### config.mk
export PLATFORM = sky130hd
export DESIGN_NAME = frame_draw_sequencer
export DESIGN_NICKNAME = d
export VERILOG_FILES = /design/src/rtl/frame_draw_sequencer.sv
export SDC_FILE = /design/constraint.sdc
export NUM_CORES = 1
export LEC_CHECK = 0
export ABC_AREA = 1
export CAP_MARGIN = 30
export CORE_MARGIN = 5
export CORE_UTILIZATION = 50
export CTS_BUF_LIST = sky130_fd_sc_hd__clkbuf_16
export CTS_CLUSTER_DIAMETER = 80
export DETAILED_ROUTE_END_ITERATION = 16
export HOLD_SLACK_MARGIN = 0.12
export PLACE_DENSITY = 0.78
export SLEW_MARGIN = 30
export SYNTH_ARGS = -nofsm -noshare
export SYNTH_HDL_FRONTEND = slang
export SYNTH_SLANG_ARGS = --single-unit
export TNS_END_PERCENT = 10
### constraint.sdc
create_clock -name draw_clk -period 2.6 [get_ports draw_clk]
set_input_delay 0.52 -clock draw_clk [delete_from_list [all_inputs] [get_ports draw_clk]]
set_output_delay 0.52 -clock draw_clk [all_outputs]
set_load 0.05 [all_outputs]
### src/rtl/frame_draw_sequencer.sv
// Per-frame draw controller: clears the framebuffer, streams points and expands each into a filled
// CELL x CELL block, and pulses step every TICK_FRAMES frames. FRAME_OVERRUN_CNT_EN adds overrun_cnt.
module frame_draw_sequencer #(
  parameter int unsigned SCREEN_W    = 640,
  parameter int unsigned SCREEN_H    = 480,
  parameter int unsigned CELL        = 10,
  parameter int unsigned TICK_FRAMES = 6
) (
  input  logic       draw_clk,
  input  logic       reset,
  input  logic       frame_start,
  output logic       src_start,
  input  logic       pt_valid,
  input  logic [9:0] pt_x,
  input  logic [8:0] pt_y,
  input  logic [2:0] pt_color,
  input  logic       pt_last,
  output logic       pt_ready,
  output logic       step,
  output logic [9:0] fb_x,
  output logic [8:0] fb_y,
  output logic [2:0] fb_color,
  output logic       fb_we,
  output logic       busy,
`ifdef FRAME_OVERRUN_CNT_EN
  output logic [7:0] overrun_cnt,
`endif
  output logic       frame_done
);

  localparam int unsigned CntW = (TICK_FRAMES > 1) ? $clog2(TICK_FRAMES) : 1;
  localparam logic [CntW-1:0] TickMax = CntW'(TICK_FRAMES - 1);
  localparam logic [9:0]  XMax    = 10'(SCREEN_W - 1);
  localparam logic [8:0]  YMax    = 9'(SCREEN_H - 1);
  localparam logic [10:0] WLim    = 11'(SCREEN_W);
  localparam logic [9:0]  HLim    = 10'(SCREEN_H);
  localparam logic [4:0]  CellMax = 5'(CELL - 1);

  typedef enum logic [2:0] {StIdle, StClear, StStart, StDraw, StBlock, StFinish} state_e;

  state_e          state_q;
  logic [4:0]      dx_q, dy_q;
  logic [9:0]      px_q;
  logic [8:0]      py_q;
  logic            plast_q;
  logic [CntW-1:0] frame_cnt_q;

  logic [4:0]  ndx, ndy;
  logic [10:0] bx;
  logic [9:0]  by;
  logic        blk_in, blk_end;

  // Coordinates of the next block pixel; in DRAW this is offset (0,0) of the incoming point.
  always_comb begin
    blk_end = (dx_q == CellMax) && (dy_q == CellMax);
    ndx     = (dx_q == CellMax) ? 5'd0 : dx_q + 5'd1;
    ndy     = (dx_q == CellMax) ? dy_q + 5'd1 : dy_q;
    if (state_q == StDraw) begin
      bx = {1'b0, pt_x};
      by = {1'b0, pt_y};
    end else begin
      bx = {1'b0, px_q} + {6'd0, ndx};
      by = {1'b0, py_q} + {5'd0, ndy};
    end
    blk_in = (bx < WLim) && (by < HLim);
  end

  always_ff @(posedge draw_clk or posedge reset) begin
    if (reset) begin
      state_q     <= StIdle;
      dx_q        <= '0;
      dy_q        <= '0;
      px_q        <= '0;
      py_q        <= '0;
      plast_q     <= 1'b0;
      frame_cnt_q <= '0;
      src_start   <= 1'b0;
      pt_ready    <= 1'b0;
      step        <= 1'b0;
      fb_x        <= '0;
      fb_y        <= '0;
      fb_color    <= '0;
      fb_we       <= 1'b0;
      busy        <= 1'b0;
      frame_done  <= 1'b0;
`ifdef FRAME_OVERRUN_CNT_EN
      overrun_cnt <= '0;
`endif
    end else begin
      src_start  <= 1'b0;
      frame_done <= 1'b0;
      step       <= 1'b0;
`ifdef FRAME_OVERRUN_CNT_EN
      if (frame_start && busy && (overrun_cnt != 8'hff)) overrun_cnt <= overrun_cnt + 8'd1;
`endif
      unique case (state_q)
        StIdle: begin
          if (frame_start) begin
            state_q  <= StClear;
            busy     <= 1'b1;
            fb_we    <= 1'b1;
            fb_x     <= '0;
            fb_y     <= '0;
            fb_color <= '0;
          end
        end
        StClear: begin
          if (fb_x == XMax) begin
            fb_x <= '0;
            if (fb_y == YMax) begin
              state_q   <= StStart;
              fb_we     <= 1'b0;
              fb_y      <= '0;
              src_start <= 1'b1;
            end else begin
              fb_y <= fb_y + 9'd1;
            end
          end else begin
            fb_x <= fb_x + 10'd1;
          end
        end
        StStart: begin
          state_q  <= StDraw;
          pt_ready <= 1'b1;
        end
        StDraw: begin
          if (pt_valid) begin
            state_q  <= StBlock;
            pt_ready <= 1'b0;
            px_q     <= pt_x;
            py_q     <= pt_y;
            plast_q  <= pt_last;
            dx_q     <= '0;
            dy_q     <= '0;
            fb_x     <= bx[9:0];
            fb_y     <= by[8:0];
            fb_color <= pt_color;
            fb_we    <= blk_in;
          end
        end
        StBlock: begin
          if (blk_end) begin
            fb_we <= 1'b0;
            if (plast_q) begin
              state_q    <= StFinish;
              frame_done <= 1'b1;
              if (frame_cnt_q == TickMax) begin
                step        <= 1'b1;
                frame_cnt_q <= '0;
              end else begin
                frame_cnt_q <= frame_cnt_q + 1'b1;
              end
            end else begin
              state_q  <= StDraw;
              pt_ready <= 1'b1;
            end
          end else begin
            dx_q  <= ndx;
            dy_q  <= ndy;
            fb_x  <= bx[9:0];
            fb_y  <= by[8:0];
            fb_we <= blk_in;
          end
        end
        StFinish: begin
          state_q <= StIdle;
          busy    <= 1'b0;
        end
        default: state_q <= StIdle;
      endcase
    end
  end

endmodule

* Word-level counts from Yosys, hierarchy flattened
Cells that the tools add are included.
** Storage, ports and cells
- Input port bits :: 27
- RAM bits :: 0
- Memories kept :: 0
- ROM bits :: 0
- Output and inout bits :: 28
- Logic and storage cells :: 112
- Latch bits :: 0
- Bits in registers :: 64
** Cells by class
- Bitwise operators :: 0
- Magnitude comparators :: 2
- Add/sub/neg operators :: 7
- $mul :: 0
- Shifts and indexed selects :: 0
- Mux-type cells :: 52
- Divide/modulo/power cells :: 0
- Equal/unequal tests :: 17
- Reductions and logical operators :: 18
** Operator list (number)
- $mux 10 :: 5
- $mux 9 :: 5
- $pmux 10 s4 :: 1
- $pmux 9 s4 :: 1
- $mux 3 :: 9
- $mux 5 :: 5
- $pmux 5 s2 :: 2
- $mux 1 :: 18
- $pmux 3 s5 :: 1
- $reduce_and 5->1 :: 3
- $ne 2x2->1 const B :: 7
- $add 10x5->11 :: 1
- $lt 11x10->1 const B :: 1
- $mux 11 :: 1
- $add 10x1->10 const B :: 1
- $add 5x1->5 const B :: 2
- $add 9x5->10 :: 1
- $eq 10x10->1 const B :: 1
- $eq 5x4->1 const B :: 2
- $lt 10x9->1 const B :: 1
- $add 9x1->9 const B :: 1
- $eq 3x3->1 const B :: 3
- $eq 9x9->1 const B :: 1
- $reduce_and 3->1 :: 3
- other kinds (14) :: 20

* Depth between registers and ports, before layout
Gate-level depths: netlist (run 1).
- Word-level depth :: 8
- Depth in mapped cells :: 21
- Mapped depth without buffers :: 21

* Least setup slack after synthesis (run 1)
No wires, ideal clock.
- Path type :: register -> register
- From :: register dx_q[1]
- To :: register fb_we
- Arrival :: 2.386 ns
- Buffers on the path :: 0
- Slack :: 0.093 ns
- Cell stages (with the launch flop) :: 21
- Clock period less this slack :: 2.507 ns
- Library setup time :: 0.121 ns
- Required time :: 2.479 ns
- Path through :: dfrtp_1 > inv_1 > ha_1 > nand3_2 > inv_2 > nand2_1 > nor3_1 > xor2_1 > inv_1 > ha_1 > nand2_1 > nor2_1 > nand2_1 > nand3_1 > nand2_1 > nand3_1 > nand2_1 > nor2_1 > nand3_1 > nand3_1 > a21oi_1
** On the way
- Word-level cells in the longest chain between the ends :: 8
- Elaborated cells between the ends (all ways) :: 15
- Those cells by class :: add/sub: 3; order compare: 2; eq/ne: 1; mux: 7; reduce/logical: 2
** Ends and longest elaborated chain
- start, declared :: line 42 : logic [4:0] dx_q, dy_q;
- start signal, assigned :: line 158 : dx_q <= ndx;
- $add 5x1->5 / $eq 5x4->1 (equally long branches) :: line 56, 55, 57
- $mux 5, on equally long branches :: line 56, 57
- $add 10x5->11 / $add 9x5->10 (equally long branches) :: line 62, 63
- $mux 11 / $mux 10 (equally long branches) :: line 58 : if (state_q == StDraw) begin
- $lt 11x10->1 / $lt 10x9->1 (equally long branches) :: line 65 : blk_in = (bx < WLim) && (by < HLim);
- $logic_and 1x1->1 :: line 65
- $mux 1, on equally long branches :: line 142, 127
- $pmux 1 s4 * :: line 96 : unique case (state_q)
- end signal, assigned :: line 138 : fb_we <= blk_in;
- end signal, assigned :: line 162 : fb_we <= blk_in;
- end, declared :: line 23 : output logic fb_we,
Mark *: on every way between the ends. The rest lies on a longest branch, timed or not. The select of a mux whose other input is x is not followed.
A chain may end at the register's enable or synchronous reset.

* Worst setup path in the final report (run 1)
- From :: register dx_q[0]
- To :: register fb_x[8]
** On the way
- Word-level cells in the longest chain between the ends :: 6
- Elaborated cells between the ends (all ways) :: 11
- Those cells by class :: add/sub: 2; eq/ne: 2; mux: 5; reduce/logical: 2
** Ends and longest elaborated chain
- $add 5x1->5 / $eq 5x4->1 (equally long branches) :: line 56, 55
- $mux 5 :: line 56 : ndx = (dx_q == CellMax) ? 5'd0 : dx_q + 5'd1;
- $add 10x5->11 :: line 62 : bx = {1'b0, px_q} + {6'd0, ndx};
- $mux 11 :: line 58
- $mux 10, on equally long branches :: line 142, 127
- $pmux 10 s4 :: line 96
- end signal, assigned :: line 119 : fb_x <= fb_x + 10'd1;
- end signal, assigned :: line 135 : fb_x <= bx[9:0];
- end signal, assigned :: line 160 : fb_x <= bx[9:0];
- end, declared :: line 20 : output logic [9:0] fb_x,
Parallel ways exist; a longest one is shown, timed or not. The select of a mux whose other input is x is not followed.

==> results of run 1 <==
## layout by cell type, fill, tap and decap left out, types with 3 or more instances in the layout
master	n
xor2_2	3
a21oi_1	16
nand2_4	4
inv_1	62
or2_2	6
dfrtp_1	64
clkdlybuf4s50_1	54
or2_1	3
inv_2	12
o221ai_1	5
xnor2_1	5
nor2_4	5
nand3_1	35
a21oi_2	3
ha_1	10
ha_4	4
buf_4	25
nand4_1	10
nand3_2	3
a31oi_1	3
nor3_1	7
o211ai_1	3
xor2_1	6
clkbuf_16	9
nor2_1	27
nor2_2	7
o22ai_1	7
nand2_1	172
o21ai_0	34
o21ai_1	8
nand2_2	8
## sequential cells by signal, indices dropped and copies added, names as in the netlist, 3 cells and up
name	cells
state_q	3
fb_y	9
dy_q	5
py_q	9
px_q	10
fb_x	10
frame_cnt_q	3
dx_q	5
fb_color	3
## area by class of cell
class | count | area [um^2] | share of cell area (%)
Multi-Input combinational cell | 415 | 2390 | 43.5
Clock buffer | 9 | 225 | 4.10
Sequential cell | 64 | 1600 | 29.2
Clock inverter | 7 | 96.3 | 1.75
Inverter | 77 | 299 | 5.45
Tap cell | 105 | 131 | 2.39
Timing Repair Buffer | 80 | 748 | 13.6
## worst max path at each step
stage / slack, ns / startpoint / endpoint
floorplan: 0.09 / dx_q[1]$_DFFE_PP0P_ / fb_we$_DFFE_PP0P_
global placement: 0.04 / dx_q[1]$_DFFE_PP0P_ / fb_we$_DFFE_PP0P_
detailed placement: -0.1 / dx_q[1]$_DFFE_PP0P_ / fb_we$_DFFE_PP0P_
CTS: -0.02 / dx_q[1]$_DFFE_PP0P_ / fb_we$_DFFE_PP0P_
global route: -0.23 / dx_q[1]$_DFFE_PP0P_ / fb_we$_DFFE_PP0P_
finish: 0.007 / dx_q[0]$_DFFE_PP0P_ / fb_x[8]$_DFFE_PP0P_
## routing by layer
layer  track usage [%]  routed length (um)
met5                 0                   0
met4              11.3                 364
met3              5.03                 744
met2              39.0                5850
met1              30.0                4970
## timing repair
action,4_1_cts,5_1_grt
setup endpoints to repair,6,12
hold buffers,0,0
resized for setup,5,32
setup buffers,4,4
pin swaps,1,11
gates cloned,0,0
## worst max-delay path: stages, from the launching register on
cell and delay, ns:
dfrtp_1 0.41, ha_4 0.19, nand3_4 0.11, inv_4 0.06, nor2_2 0.12, ha_2 0.20
inv_1 0.05, fa_1 0.35, inv_1 0.08, nand2_1 0.06, nand2_1 0.08, nand3_1 0.12
nand2_1 0.09, nand2_1 0.07, nand2_1 0.06, nand2_1 0.05, nand2_1 0.09, a21oi_1 0.05
o21ai_1 0.15, o21ai_0 0.10
## cells by family after synthesis
group	count (synthesis)
buffers and inverters	87
adder cells (fa/ha/maj)	18
flip-flops	64
XOR/XNOR	15
AND/OR/NAND/NOR	295
AO/OA/AOI/OAI	87
## power breakdown
part | internal, W | switching [W] | leakage (nW)
Sequential | 0.00104 | 0.0000486 | 0.778
Clock | 0.000839 | 0.000476 | 0.149
Combinational | 0.000163 | 0.000247 | 1.75
Total | 0.00204 | 0.000771 | 2.68
## metrics by stage
stage          util, %  total power (W)  TNS [ns]  instance area [um^2]
4_1_cts           65.1          0.00281   -0.0367                  5330
3_5_place_dp      60.5          0.00150    -0.112                  4950
6_report          67.2          0.00281         0                  5490
2_1_floorplan        -          0.00134         0                  4180
3_3_place_gp      60.5          0.00149         0                  4950
5_1_grt           67.2          0.00291    -0.939                  5490
==> impl_metrics.env, run 1 <==
export IMPL_outcome="completed"
export IMPL_slew_headroom_pct=66.0
export IMPL_grt_first_pass_wirelength_um=19200
export IMPL_ant_nets=0
export IMPL_synthAdderAreaFrac_pct=5.75
export IMPL_grt_pass1_vias=4205
export IMPL_die_y_um=101
export IMPL_yosysSeqAreaShare_pct=38.3
export IMPL_stdcell_count=757
export IMPL_max_cap_violations=0
export IMPL_route_detailed_drc=0
export IMPL_cp_data_required_time_ns=2.81
export IMPL_worstMarginPinSlew_ns=0.509
export IMPL_synth_compound_area_share_pct=11.8
export IMPL_yosysWarnings=0
export IMPL_setup_ws_ns=0.00733
export IMPL_reg2reg_to="fb_x[8]$_DFFE_PP0P_"
export IMPL_synth_commonest_cells="nand2_1 (177), dfrtp_1 (64), inv_1 (64)"
export IMPL_worstRegToRegCells=19
export IMPL_syn_area_per_cell_um2=7.38
export IMPL_synth_most_common_cell="nand2_1"
export IMPL_dieArea_um2=10300
export IMPL_fin_crit_sh_pct=99.7
export IMPL_layout_drive_gt1_share_pct=17.0
export IMPL_detail_route_vias_per_cell=5.51
export IMPL_row_count=33
export IMPL_overflow=0
export IMPL_vias=4168
export IMPL_cp_end_kind="register"
export IMPL_dr_pass1_iters=5
export IMPL_synthArstFlopShare_pct=100
export IMPL_num_antenna_cells=0
export IMPL_grt_antenna_before_repair=0
export IMPL_cts_root_buf="clkbuf_16"
export IMPL_max_freq_mhz=386
export IMPL_drt_initial_drc_count=259
export IMPL_cts_buffers=9
export IMPL_netlist_instances=566
export IMPL_syn_nets=611
export IMPL_synth_top_area_share_pct=38.3
export IMPL_r2r_start="dx_q[0]$_DFFE_PP0P_"
export IMPL_numClockSinks=64
export IMPL_dp_cells=733
export IMPL_grt_max_degree=23
export IMPL_setup_viol=0
export IMPL_io_pins=55
export IMPL_fillers=659
export IMPL_worst_hold_slack_ns=0.465
export IMPL_tritoncts="done"
export IMPL_synth_top_area_cell="dfrtp_1"
export IMPL_initial_core_util_pct=51.1
export IMPL_min_to="step$_DFF_PP0_"
export IMPL_gp_congestion=0.934
export IMPL_clk_latency_ns=0.33
export IMPL_path_clk_slew_ns=0.06
export IMPL_hold_depth=1
export IMPL_dp_slack_ns=-0.0982
export IMPL_nets=692
export IMPL_synthDistinctLibCells=42
export IMPL_power_density_nw_per_um2=512
export IMPL_maxSlewViolCount=0
export IMPL_htree_levels=3
export IMPL_grtUsageTotal_pct=23.8
export IMPL_area_delta_synth_final_pct=31.4
export IMPL_vdd_drop_max_uv=259
export IMPL_synth_top_family_by_area="simple AND/OR/NAND/NOR gates"
export IMPL_hold_viol_final=0
export IMPL_coreArea_um2=8180
export IMPL_dp_hpwl_um=8640
export IMPL_numPortBuffers=54
export IMPL_synth_area_leaders="dfrtp_1 (38%), nand2_1 (16%), inv_1 (5.7%)"
export IMPL_synthXorXnorAreaFrac_pct=3.14
export IMPL_synth_edff_count=0
export IMPL_crit_arrival_ns=2.80
export IMPL_synth_area_um2=4180
export IMPL_synthSimpleGateAreaFrac_pct=32.7
export IMPL_path_max_fanout=4
export IMPL_rsz0062_at_grt="yes"
export IMPL_worstSetupPathType="register to register"
export IMPL_wl_per_cell_um=15.7
export IMPL_skew_ns=0.00835
export IMPL_r2r_slack_ns=0.007
export IMPL_hp_class="register to register"
export IMPL_cp_start_kind="register"
export IMPL_ys_ff_latch=64
export IMPL_drt_total_wl_um=11900
export IMPL_ys_flop_type="dfrtp_1"
export IMPL_synth_mux_area_share_pct=0
export IMPL_final_min_clock_period_ns=2.59
export IMPL_die_w_um=101
export IMPL_clock_path_buffers=2
export IMPL_p_leak_nw=2.68
export IMPL_min_delay_start="frame_cnt_q[1]$_DFFE_PP0P_"
Power figures use the tool's default switching activity.
==> run 2: changes to the inputs <==
Settings changed: CAP_MARGIN 30 to 20.
==> results of run 2 <==
Final layout, timing and power as in run 1 (identical DEF).
==> run 3: changes to the inputs <==
Settings changed: GPL_TIMING_DRIVEN set to 0.
==> run 3 against run 2 <==
Net effect:
- the run now ends with negative setup slack left
- maximum frequency down 3.0%
- utilization up 1.1 points
- combinational power up 3%
- critical path depth down 2
- design area up 1.6%
- worst setup slack worse by 0.081 ns
- critical endpoint is now fb_we$_DFFE_PP0P_
- largest power group unchanged
==> impl_metrics.env, run 3 (synthesis results as in run 1) <==
export IMPL_r2r_slack_ns=-0.07
export IMPL_hp_class="register to register"
export IMPL_setup_tns_ns=-0.0996
export IMPL_min_delay_start="frame_cnt_q[1]$_DFFE_PP0P_"
export IMPL_skew_ns=0.00374
export IMPL_cts_buffers=9
export IMPL_detail_route_vias_per_cell=5.56
export IMPL_die_y_um=101
export IMPL_nets=691
export IMPL_gp_congestion=0.855
export IMPL_timing_critical_path_mode_cell="nand2_1"
export IMPL_grt_pass1_vias=4141
export IMPL_drt_total_wl_um=12300
export IMPL_path_cells="inv_2 -> ha_4 -> nand3_4 -> xor2_2 -> inv_1 -> ha_2 -> fa_2 -> nand3_1 -> nand3_2 -> nand2_1 -> nand2_1 -> nand2_1 -> nand2_1 -> a21oi_2 -> nand3_2 -> nand3_2 -> a21oi_2"
export IMPL_numClockSinks=64
export IMPL_vdd_drop_max_uv=368
export IMPL_dieArea_um2=10300
export IMPL_htree_levels=3
export IMPL_power_density_nw_per_um2=524
export IMPL_worstSetupPathType="register to register"
export IMPL_fillers=668
export IMPL_cp_data_required_time_ns=2.82
export IMPL_coreArea_um2=8180
export IMPL_setup_ws_ns=-0.0737
export IMPL_p_leak_nw=2.68
export IMPL_row_count=33
export IMPL_hold_depth=1
export IMPL_grt_first_pass_wirelength_um=19500
export IMPL_maxSlewViolCount=0
export IMPL_dpl_cell_area_um2=4880
export IMPL_initial_core_util_pct=51.1
export IMPL_dp_slack_ns=-0.312
export IMPL_crit_family="simple AND/OR/NAND/NOR gates"
export IMPL_clock_path_buffers=2
export IMPL_grtUsageTotal_pct=24.2
export IMPL_final_area_um2=5580
export IMPL_wl_per_cell_um=16.2
export IMPL_io_pins=55
export IMPL_setup_viol=2
export IMPL_layout_drive_gt1_share_pct=19.5
export IMPL_hold_viol_final=0
export IMPL_crit_arrival_ns=2.90
export IMPL_overflow=0
export IMPL_grt_antenna_before_repair=0
export IMPL_hold_buffers=0
export IMPL_rsz0062_at_grt="yes"
export IMPL_max_cap_violations=0
export IMPL_violations="negative setup slack"
export IMPL_numPortBuffers=54
export IMPL_tritoncts="done"
export IMPL_die_w_um=101
export IMPL_cpMaxStageDelayCell="fa_2"
export IMPL_path_max_fanout=5
export IMPL_dr_pass1_iters=6
export IMPL_fin_crit_sh_pct=103
export IMPL_vias=4200
export IMPL_outcome="finished with violations"
export IMPL_cpPeakStageDelay_ns=0.42
export IMPL_area_delta_synth_final_pct=33.6
export IMPL_worst_path_buf_inv=2
export IMPL_final_common_cell="nand2_1"
export IMPL_worstMarginPinSlew_ns=0.657
export IMPL_min_to="step$_DFF_PP0_"
export IMPL_cp_end_kind="register"
export IMPL_cts_root_buf="clkbuf_16"
export IMPL_final_min_clock_period_ns=2.67
export IMPL_reg2reg_to="fb_we$_DFFE_PP0P_"
export IMPL_r2r_start="dx_q[1]$_DFFE_PP0P_"
export IMPL_final_cell_mix="nand2_1 (163), dfrtp_1 (63), inv_1 (60)"
export IMPL_drt_initial_drc_count=236
export IMPL_dp_hpwl_um=8610
export IMPL_cp_start_kind="register"
export IMPL_max_freq_mhz=374
export IMPL_path_clk_slew_ns=0.06
export IMPL_clk_latency_ns=0.33
export IMPL_worstRegToRegCells=17
export IMPL_slew_headroom_pct=56.2
export IMPL_num_antenna_cells=0
export IMPL_p_total_w=0.00293
export IMPL_route_detailed_drc=0
export IMPL_grt_max_degree=48
export IMPL_largestRegisters="fb_x: 10 flops, px_q: 10 flops"
export IMPL_ant_nets=0
export IMPL_worst_hold_slack_ns=0.462
==> run 3: what timing repair did <==
action | in CTS | in global routing
resized for setup | 27 | 35
cloned | 0 | 0
setup buffers | 8 | 6
pin swaps | 12 | 21
endpoints found under the setup margin | 8 | 12
==> run 3: power by group <==
group	switching, W	internal [W]	total (W)
sequential	0.0000499	0.00104	0.00109
combinational	0.000251	0.000168	0.000420
clock	0.000480	0.000938	0.00142
total	0.000781	0.00215	0.00293
==> run 3: through the flow <==
step,util (%),cells
floorplan,-,566
global placement,59.3,725
detailed placement,59.7,726
CTS,66.1,750
global route,68.3,756
finish,68.3,756
==> run 3: how the worst max path moves through the flow <==
stage                        startpoint                  end  cells past startpoint
CTS                 dx_q[1]$_DFFE_PP0P_    fb_we$_DFFE_PP0P_                     20
detailed placement  dx_q[1]$_DFFE_PP0P_    fb_we$_DFFE_PP0P_                     19
global route        dx_q[1]$_DFFE_PP0P_    fb_we$_DFFE_PP0P_                     20
floorplan           dx_q[1]$_DFFE_PP0P_    fb_we$_DFFE_PP0P_                     20
global placement                  reset  fb_y[6]$_DFFE_PP0P_                      2
finish              dx_q[1]$_DFFE_PP0P_    fb_we$_DFFE_PP0P_                     17
==> run 3: per-layer routing <==
metal | vias to the layer above | GRT usage [%] | wire length, um
met3 | 32 | 4.82 | 792
li1 | 1996 | - | -
met1 | 2019 | 30.7 | 5040
met2 | 153 | 41.0 | 6050
met4 | 0 | 9.00 | 381
met5 | - | 0 | 0
==> run 3: layout make-up <==
type                       count  area [um^2]  share of cell area, %
tap                          105          131                   2.35
clock buffer                   9          225                   4.03
sequential                    64         1600                   28.7
inverter                      77          302                   5.40
multi-input combinational    415         2480                   44.4
clock inverter                 7          119                   2.13
timing repair buffer          69          673                   12.1
buffer                        10         50.0                  0.897
